--- config.mk ---
export PLATFORM = sky130hd
export DESIGN_NAME = fp_stage_pipe
export DESIGN_NICKNAME = d
export VERILOG_FILES = /design/src/rtl/fp_stage_pipe.sv
export SDC_FILE = /design/constraint.sdc
export NUM_CORES = 1
export LEC_CHECK = 0
export ABC_AREA = 0
export BUFFER_PORTS_ARGS = -buffer_cell sky130_fd_sc_hd__clkbuf_2
export CAP_MARGIN = 20
export CORE_MARGIN = 3
export CORE_UTILIZATION = 50
export DETAILED_ROUTE_END_ITERATION = 8
export PLACE_DENSITY_LB_ADDON = 0.3
export SLEW_MARGIN = 20
export SYNTH_ARGS = -nofsm -noshare
export SYNTH_HDL_FRONTEND = slang
export SYNTH_SLANG_ARGS = --single-unit
--- constraint.sdc ---
create_clock -name CLK -period 6.5 [get_ports CLK]
set_input_delay 0 -clock CLK [delete_from_list [all_inputs] [get_ports CLK]]
set_output_delay 0 -clock CLK [all_outputs]
set_load 0.01 [all_outputs]
--- src/rtl/fp_stage_pipe.sv ---
// rtl/fp_stage_pipe.sv - clocked FP stage: single-cycle ALU, shift-add multiplier, held output
// Accepts one operand packet per cycle and emits a result packet plus data-memory controls.
module fp_stage_pipe #(
  parameter int DATA_W  = 16,
  parameter int COLOR_W = 3,
  parameter int GEN_W   = 8,
  parameter int DEST_W  = 9,
  parameter int OPC_W   = 5,
  localparam int IN_W   = COLOR_W + GEN_W + DEST_W + 4 + OPC_W + 2 + 2 * DATA_W,
  localparam int OUT_W  = COLOR_W + GEN_W + DEST_W + 4 + 2 + DATA_W
) (
  input  logic              CLK,
  input  logic              MR,
  input  logic              Send_in,
  output logic              Ack_out,
  input  logic [IN_W-1:0]   PACKET_IN,
  output logic              Send_out,
  input  logic              Ack_in,
  output logic [OUT_W-1:0]  PACKET_OUT,
  output logic              LOAD_FLG,
  output logic              WRITE_EN,
  output logic [DATA_W-1:0] WRITE_DATA,
  input  logic              DEL,
  output logic              ERR
);
  localparam int SH_W  = $clog2(DATA_W);
  localparam int CNT_W = $clog2(DATA_W + 1);

  localparam logic [OPC_W-1:0] OP_ADD    = OPC_W'(0);
  localparam logic [OPC_W-1:0] OP_ADDC   = OPC_W'(1);
  localparam logic [OPC_W-1:0] OP_SUB    = OPC_W'(2);
  localparam logic [OPC_W-1:0] OP_SUBC   = OPC_W'(3);
  localparam logic [OPC_W-1:0] OP_AND    = OPC_W'(4);
  localparam logic [OPC_W-1:0] OP_OR     = OPC_W'(5);
  localparam logic [OPC_W-1:0] OP_XOR    = OPC_W'(6);
  localparam logic [OPC_W-1:0] OP_MUL    = OPC_W'(7);
  localparam logic [OPC_W-1:0] OP_SHL    = OPC_W'(8);
  localparam logic [OPC_W-1:0] OP_SHR    = OPC_W'(9);
  localparam logic [OPC_W-1:0] OP_ROL    = OPC_W'(10);
  localparam logic [OPC_W-1:0] OP_ROR    = OPC_W'(11);
  localparam logic [OPC_W-1:0] OP_BZ     = OPC_W'(12);
  localparam logic [OPC_W-1:0] OP_BZL    = OPC_W'(13);
  localparam logic [OPC_W-1:0] OP_BNZ    = OPC_W'(14);
  localparam logic [OPC_W-1:0] OP_BNZL   = OPC_W'(15);
  localparam logic [OPC_W-1:0] OP_BC     = OPC_W'(16);
  localparam logic [OPC_W-1:0] OP_BNC    = OPC_W'(17);
  localparam logic [OPC_W-1:0] OP_LDM    = OPC_W'(18);
  localparam logic [OPC_W-1:0] OP_STM    = OPC_W'(19);
  localparam logic [OPC_W-1:0] OP_CHGCOL = OPC_W'(20);
  localparam logic [OPC_W-1:0] OP_ADDGEN = OPC_W'(21);
  localparam logic [OPC_W-1:0] OP_DECGEN = OPC_W'(22);

  typedef enum logic [1:0] {S_IDLE, S_MUL, S_OUT} state_t;
  state_t state;

  logic [COLOR_W-1:0] in_color;
  logic [GEN_W-1:0]   in_gen;
  logic [DEST_W-1:0]  in_dest;
  logic [3:0]         in_flags;
  logic [OPC_W-1:0]   in_opc;
  logic               in_c, in_z;
  logic [DATA_W-1:0]  in_l, in_r;
  assign {in_color, in_gen, in_dest, in_flags, in_opc, in_c, in_z, in_l, in_r} = PACKET_IN;

  logic [SH_W-1:0]     sh_amt;
  logic [2*DATA_W-1:0] shl_w, shr_w;
  assign sh_amt = in_r[SH_W-1:0];
  assign shl_w  = {{DATA_W{1'b0}}, in_l} << sh_amt;
  assign shr_w  = {in_l, {DATA_W{1'b0}}} >> sh_amt;

  logic [DATA_W-1:0]  alu_res;
  logic               alu_c, alu_z, z_pass, alu_load, alu_write, alu_def;
  logic [COLOR_W-1:0] alu_color;
  logic [GEN_W-1:0]   alu_gen;
  logic [DEST_W-1:0]  alu_dest;

  always_comb begin
    alu_res   = in_l;
    alu_c     = in_c;
    alu_z     = in_z;
    z_pass    = 1'b0;
    alu_color = in_color;
    alu_gen   = in_gen;
    alu_dest  = in_dest;
    alu_load  = 1'b0;
    alu_write = 1'b0;
    alu_def   = 1'b1;
    case (in_opc)
      OP_ADD, OP_ADDC:
        {alu_c, alu_res} = {1'b0, in_l} + {1'b0, in_r} + {{DATA_W{1'b0}}, in_c & (in_opc == OP_ADDC)};
      OP_SUB, OP_SUBC:
        {alu_c, alu_res} = {1'b0, in_l} - {1'b0, in_r} - {{DATA_W{1'b0}}, in_c & (in_opc == OP_SUBC)};
      OP_AND: begin alu_res = in_l & in_r; alu_c = 1'b0; end
      OP_OR:  begin alu_res = in_l | in_r; alu_c = 1'b0; end
      OP_XOR: begin alu_res = in_l ^ in_r; alu_c = 1'b0; end
      OP_MUL: alu_def = 1'b1;
      // Rotates reuse the shifter: the bits pushed out of one half are the bits that wrap.
      OP_SHL: begin alu_res = shl_w[DATA_W-1:0]; alu_c = |shl_w[2*DATA_W-1:DATA_W]; end
      OP_SHR: begin alu_res = shr_w[2*DATA_W-1:DATA_W]; alu_c = |shr_w[DATA_W-1:0]; end
      OP_ROL: begin
        alu_res = shl_w[DATA_W-1:0] | shl_w[2*DATA_W-1:DATA_W];
        alu_c   = |shl_w[2*DATA_W-1:DATA_W];
      end
      OP_ROR: begin
        alu_res = shr_w[2*DATA_W-1:DATA_W] | shr_w[DATA_W-1:0];
        alu_c   = |shr_w[DATA_W-1:0];
      end
      OP_BZ, OP_BZL:   begin z_pass = 1'b1; if (in_z)  alu_dest = in_dest + DEST_W'(1); end
      OP_BNZ, OP_BNZL: begin z_pass = 1'b1; if (!in_z) alu_dest = in_dest + DEST_W'(1); end
      OP_BC:           begin z_pass = 1'b1; if (in_c)  alu_dest = in_dest + DEST_W'(1); end
      OP_BNC:          begin z_pass = 1'b1; if (!in_c) alu_dest = in_dest + DEST_W'(1); end
      OP_LDM: begin z_pass = 1'b1; alu_res = in_l + in_r; alu_load = 1'b1; end
      OP_STM: begin z_pass = 1'b1; alu_res = in_l + in_r; alu_write = 1'b1; end
      OP_CHGCOL: alu_color = in_r[COLOR_W-1:0];
      OP_ADDGEN: alu_gen = in_gen + in_r[GEN_W-1:0];
      OP_DECGEN: alu_gen = in_gen - GEN_W'(1);
      default:   alu_def = 1'b0;
    endcase
    if (!z_pass) alu_z = (alu_res == '0);
  end

  logic [2*DATA_W-1:0] mul_a, prod, mul_sum;
  logic [DATA_W-1:0]   mul_b, mul_hi;
  logic [CNT_W-1:0]    cnt;
  logic                mul_c;
  assign mul_sum = prod + (mul_b[0] ? mul_a : '0);
  assign mul_hi  = mul_sum[2*DATA_W-1:DATA_W];
  assign mul_c   = ~((mul_hi == '0) | (&mul_hi));

  logic [OUT_W-1:0]  pkt_r;
  logic              load_r, write_r;
  logic [DATA_W-1:0] wdata_r;
  logic              accept;

  assign Ack_out    = (state == S_IDLE) | ((state == S_OUT) & Ack_in & ~DEL);
  assign accept     = Send_in & Ack_out;
  assign Send_out   = (state == S_OUT);
  assign PACKET_OUT = pkt_r;
  assign LOAD_FLG   = load_r & Send_out;
  assign WRITE_EN   = write_r & Send_out;
  assign WRITE_DATA = Send_out ? wdata_r : '0;

  always_ff @(posedge CLK) begin
    if (MR) begin
      state   <= S_IDLE;
      pkt_r   <= '0;
      load_r  <= 1'b0;
      write_r <= 1'b0;
      wdata_r <= '0;
      mul_a   <= '0;
      mul_b   <= '0;
      prod    <= '0;
      cnt     <= '0;
      ERR     <= 1'b0;
    end else begin
      ERR <= 1'b0;
      if (DEL) begin
        state <= S_IDLE;
      end else if (accept) begin
        wdata_r <= in_l;
        if (in_opc == OP_MUL) begin
          state   <= S_MUL;
          mul_a   <= {{DATA_W{1'b0}}, in_l};
          mul_b   <= in_r;
          prod    <= '0;
          cnt     <= CNT_W'(DATA_W);
          pkt_r   <= {in_color, in_gen, in_dest, in_flags, 2'b00, {DATA_W{1'b0}}};
          load_r  <= 1'b0;
          write_r <= 1'b0;
        end else if (alu_def) begin
          state   <= S_OUT;
          pkt_r   <= {alu_color, alu_gen, alu_dest, in_flags, alu_c, alu_z, alu_res};
          load_r  <= alu_load;
          write_r <= alu_write;
        end else begin
          state <= S_IDLE;
          ERR   <= 1'b1;
        end
      end else begin
        case (state)
          S_OUT: if (Ack_in) state <= S_IDLE;
          S_MUL: begin
            prod  <= mul_sum;
            mul_a <= mul_a << 1;
            mul_b <= mul_b >> 1;
            cnt   <= cnt - CNT_W'(1);
            if (cnt == CNT_W'(1)) begin
              state              <= S_OUT;
              pkt_r[DATA_W+1:0]  <= {mul_c, (mul_sum[DATA_W-1:0] == '0), mul_sum[DATA_W-1:0]};
            end
          end
          default: state <= S_IDLE;
        endcase
      end
    end
  end
endmodule

==> reports/qor.csv <==
stage,metric,value,unit
status,outcome,finished clean,
cts,cts-root-buf,clkbuf_16,
yosys,synth_nets,2232,
cts,cts.sinks,148,
detailed_routing,vias_per_cell,6.691,
detailed_routing,drt_wl_total,60800,um
cts,cts_made_buffers,17,
die,io_pins,131,
finish,syn_to_final_growth,10.94,%
finish,final.fill_count,2787,
yosys,ys_warn_count,0,
detailed_routing,drc_errors,0,
sta,setup_viol,0,
sta,finalHoldViolCount,0,
die,die_area,31950,um2
yosys,async_reset_ff_share,0,%
cts,cts_tree,done,
worst_setup_path,path_max_fanout,29,
global_route,grt_pass1_vias,15490,
yosys,seq_area_frac_synth,19.86,%
worst_setup_path,regToRegStartpoint,mul_b[0],
finish,drive_gt1_share,12.19,%
worst_setup_path,critical_path_arrival,5.09,ns
place,io_buffer_count,130,
power,p_leak,6.644,nW
cts,h-tree-depth,4,
finish,fin_area,16550,um2
sta,finalCriticalPeriod,4.817,ns
detailed_routing,route.detailed.wl_per_inst,24.31,um
yosys,synth_edf_count,0,
worst_hold_path,hp-class,in2reg,
global_route,grt_util_all_layers,37.41,%
yosys,ys_seq_elements,148,
detailed_routing,antenna_left,0,
cts,cts.reportedPaths.clkPinSlew,0.06,ns
die,start_util,51.29,%
sta,rsz0062_at_grt,false,
global_route,grt_pass1_wl,92070,um
cts,cts-resized-gates,0,
yosys,synth.most_common_cell,nand2_1,
run,max_cap_viol_count,0,
cts,clock_latency,0.44,ns
finish,utilization,56.89,%
sta,min_period_over_period,74.11,%
cts,cts_buffer_depth,2,
worst_setup_path,cp_data_required_time,6.77,ns
yosys,synth_top_area_share,19.86,%
place,routabilityCongestion,1.046,
yosys,syn_inst,2052,
power,peakVddDrop,178.9,uV
sta,max_slew_margin,22.17,%
power,power_density,168.3,nW/um2
yosys,synth_area_leaders,"dfxtp_1 (20%), ha_1 (8.8%), nand2_1 (6.9%)",
worst_setup_path,crit_path_start_kind,primary input,
worst_setup_path,r2r-end,PACKET_OUT[17],
detailed_routing,drt_iter0_markers,1920,
detailed_routing,vias,16730,
finish,final_nets,2284,
sta,finalSetupTns,0,ns
yosys,yosys-top-cells-count,"nand2_1 (276), nor2_1 (219), a21oi_1 (164)",
sta,drv_slew,0,
yosys,synth.avg_cell_area,7.271,um2
worst_setup_path,startpoint,PACKET_IN[35],
global_route,gr-total-overflow,0,
die,core.rowCount,62,
sta,tightestPinTransition,1.163,ns
worst_setup_path,ff2ff_setup_slack,1.88,ns
worst_setup_path,reg2regPathDepth,14,
worst_setup_path,crit_type,in2reg,
place,place_area,15600,um2
sta,clock_skew,0.01079,ns
die,die_y,178.7,um
die,die_w,178.7,um
worst_setup_path,crit_end,PACKET_OUT[17],
die,core,29090,um2
detailed_routing,drtPass1Iterations,6,
yosys,netlist_area,14920,um2
sta,holdWs,0.01307,ns
yosys,synthFlopType,dfxtp_1,
place,hpwl,45300,um
sta,fmax,0.2076,GHz
yosys,ys_types,93,
yosys,synth_largest_area_cell,dfxtp_1,
worst_setup_path,cp-end-kind,flip-flop,
global_route,antenna_found_initial,1,
global_route,grt_max_degree,102,
finish,antenna_cells,0,
worst min path at each step:
stage,from,endpoint,cells past startpoint
6_report,MR,prod[27],2
5_1_grt,PACKET_IN[30],wdata_r[14],3
4_1_cts,PACKET_IN[26],wdata_r[10],3
3_5_place_dp,PACKET_IN[39],PACKET_OUT[18],3
3_3_place_gp,PACKET_IN[40],PACKET_OUT[19],3
2_1_floorplan,PACKET_IN[30],wdata_r[14],2
worst max-delay path, cell delays in order:
cell	delay (ns)
clkbuf_2	0.36
and2_1	0.34
and4b_1	0.22
fa_1	0.51
inv_1	0.06
ha_1	0.19
or2_2	0.31
fa_1	0.41
o21a_1	0.22
o221ai_1	0.30
a21oi_1	0.22
a31o_2	0.34
a21o_1	0.18
a21oi_1	0.19
xnor2_1	0.17
nor2_1	0.07
o41ai_1	0.79
o31ai_1	0.18
cell families after synthesis:
group / Yosys count / synth area share [%]
flops: 148 / 19.86
simple gates: 841 / 26.71
fa+ha+maj: 112 / 9.745
compound gates: 579 / 26.43
xor+xnor: 52 / 3.053
mux: 82 / 7.548
buf+inv: 238 / 6.650
layer usage:
metal	global-route usage, %	vias up	wire length (um)	share of wire, %
met5	0	-	13	0.021
met4	16.98	2	3039	5.0
met3	7.709	184	5661	9.3
met2	60.01	963	27480	45
met1	48.35	7985	24610	40
li1	-	7600	-	-
metrics by stage:
stage | setup WS, ns | std cells | power, mW
after floorplan | 2.359 | 2052 | 1.494
after global placement | 1.559 | 2433 | 1.763
after detailed placement | 1.382 | 2433 | 1.765
after CTS | 1.811 | 2501 | 2.768
after global routing | 1.382 | 2501 | 2.893
final | 1.683 | 2501 | 2.786
cells in the final DEF (no fill, tap or decap), types with 16 or more instances in the layout:
| cell | instances |
|---|---|
| a211oi_1 | 44 |
| a21o_1 | 24 |
| a21oi_1 | 164 |
| a221oi_1 | 17 |
| a22oi_1 | 16 |
| a311oi_1 | 43 |
| a31oi_1 | 17 |
| and2_1 | 61 |
| buf_4 | 27 |
| clkbuf_16 | 17 |
| clkbuf_2 | 128 |
| dfxtp_1 | 148 |
| dlygate4sd3_1 | 36 |
| ha_1 | 105 |
| inv_1 | 76 |
| mux2i_1 | 45 |
| mux4_2 | 20 |
| nand2_1 | 274 |
| nand2b_1 | 20 |
| nand3_1 | 69 |
| nand4_1 | 20 |
| nor2_1 | 217 |
| nor2b_1 | 18 |
| nor3_1 | 55 |
| o211ai_1 | 21 |
| o21ai_0 | 81 |
| xnor2_1 | 31 |
| xor2_1 | 21 |
final cells by class:
type | instances | area, um2 | area share, %
clock buffer | 19 | 452.9 | 2.737
clock inverter | 13 | 142.6 | 0.8618
inverter | 79 | 296.5 | 1.792
multi-input combinational | 1666 | 11010 | 66.50
sequential | 148 | 2963 | 17.90
tap | 384 | 480.5 | 2.903
timing repair buffer | 192 | 1209 | 7.303
report_power, final:
group          switching [mW]  total (mW)  internal (mW)
combinational           0.559       0.849          0.290
sequential             0.0141       0.945          0.931
clock                   0.434       0.993          0.559
total                    1.01        2.79           1.78
registers in the layout, indices dropped and copies added (netlist names), 2 cells and up:
register and flops:
cnt 5, mul_b 16, PACKET_OUT 42, prod 32, state 2, wdata_r 16, mul_a 32
repair_timing:
action | 4_1_cts | 5_1_grt
hold endpoints to repair | 37 | 0
hold buffers | 36 | 0
setup buffers | 0 | 0
Note: power is estimated with default switching activity, not from simulation.
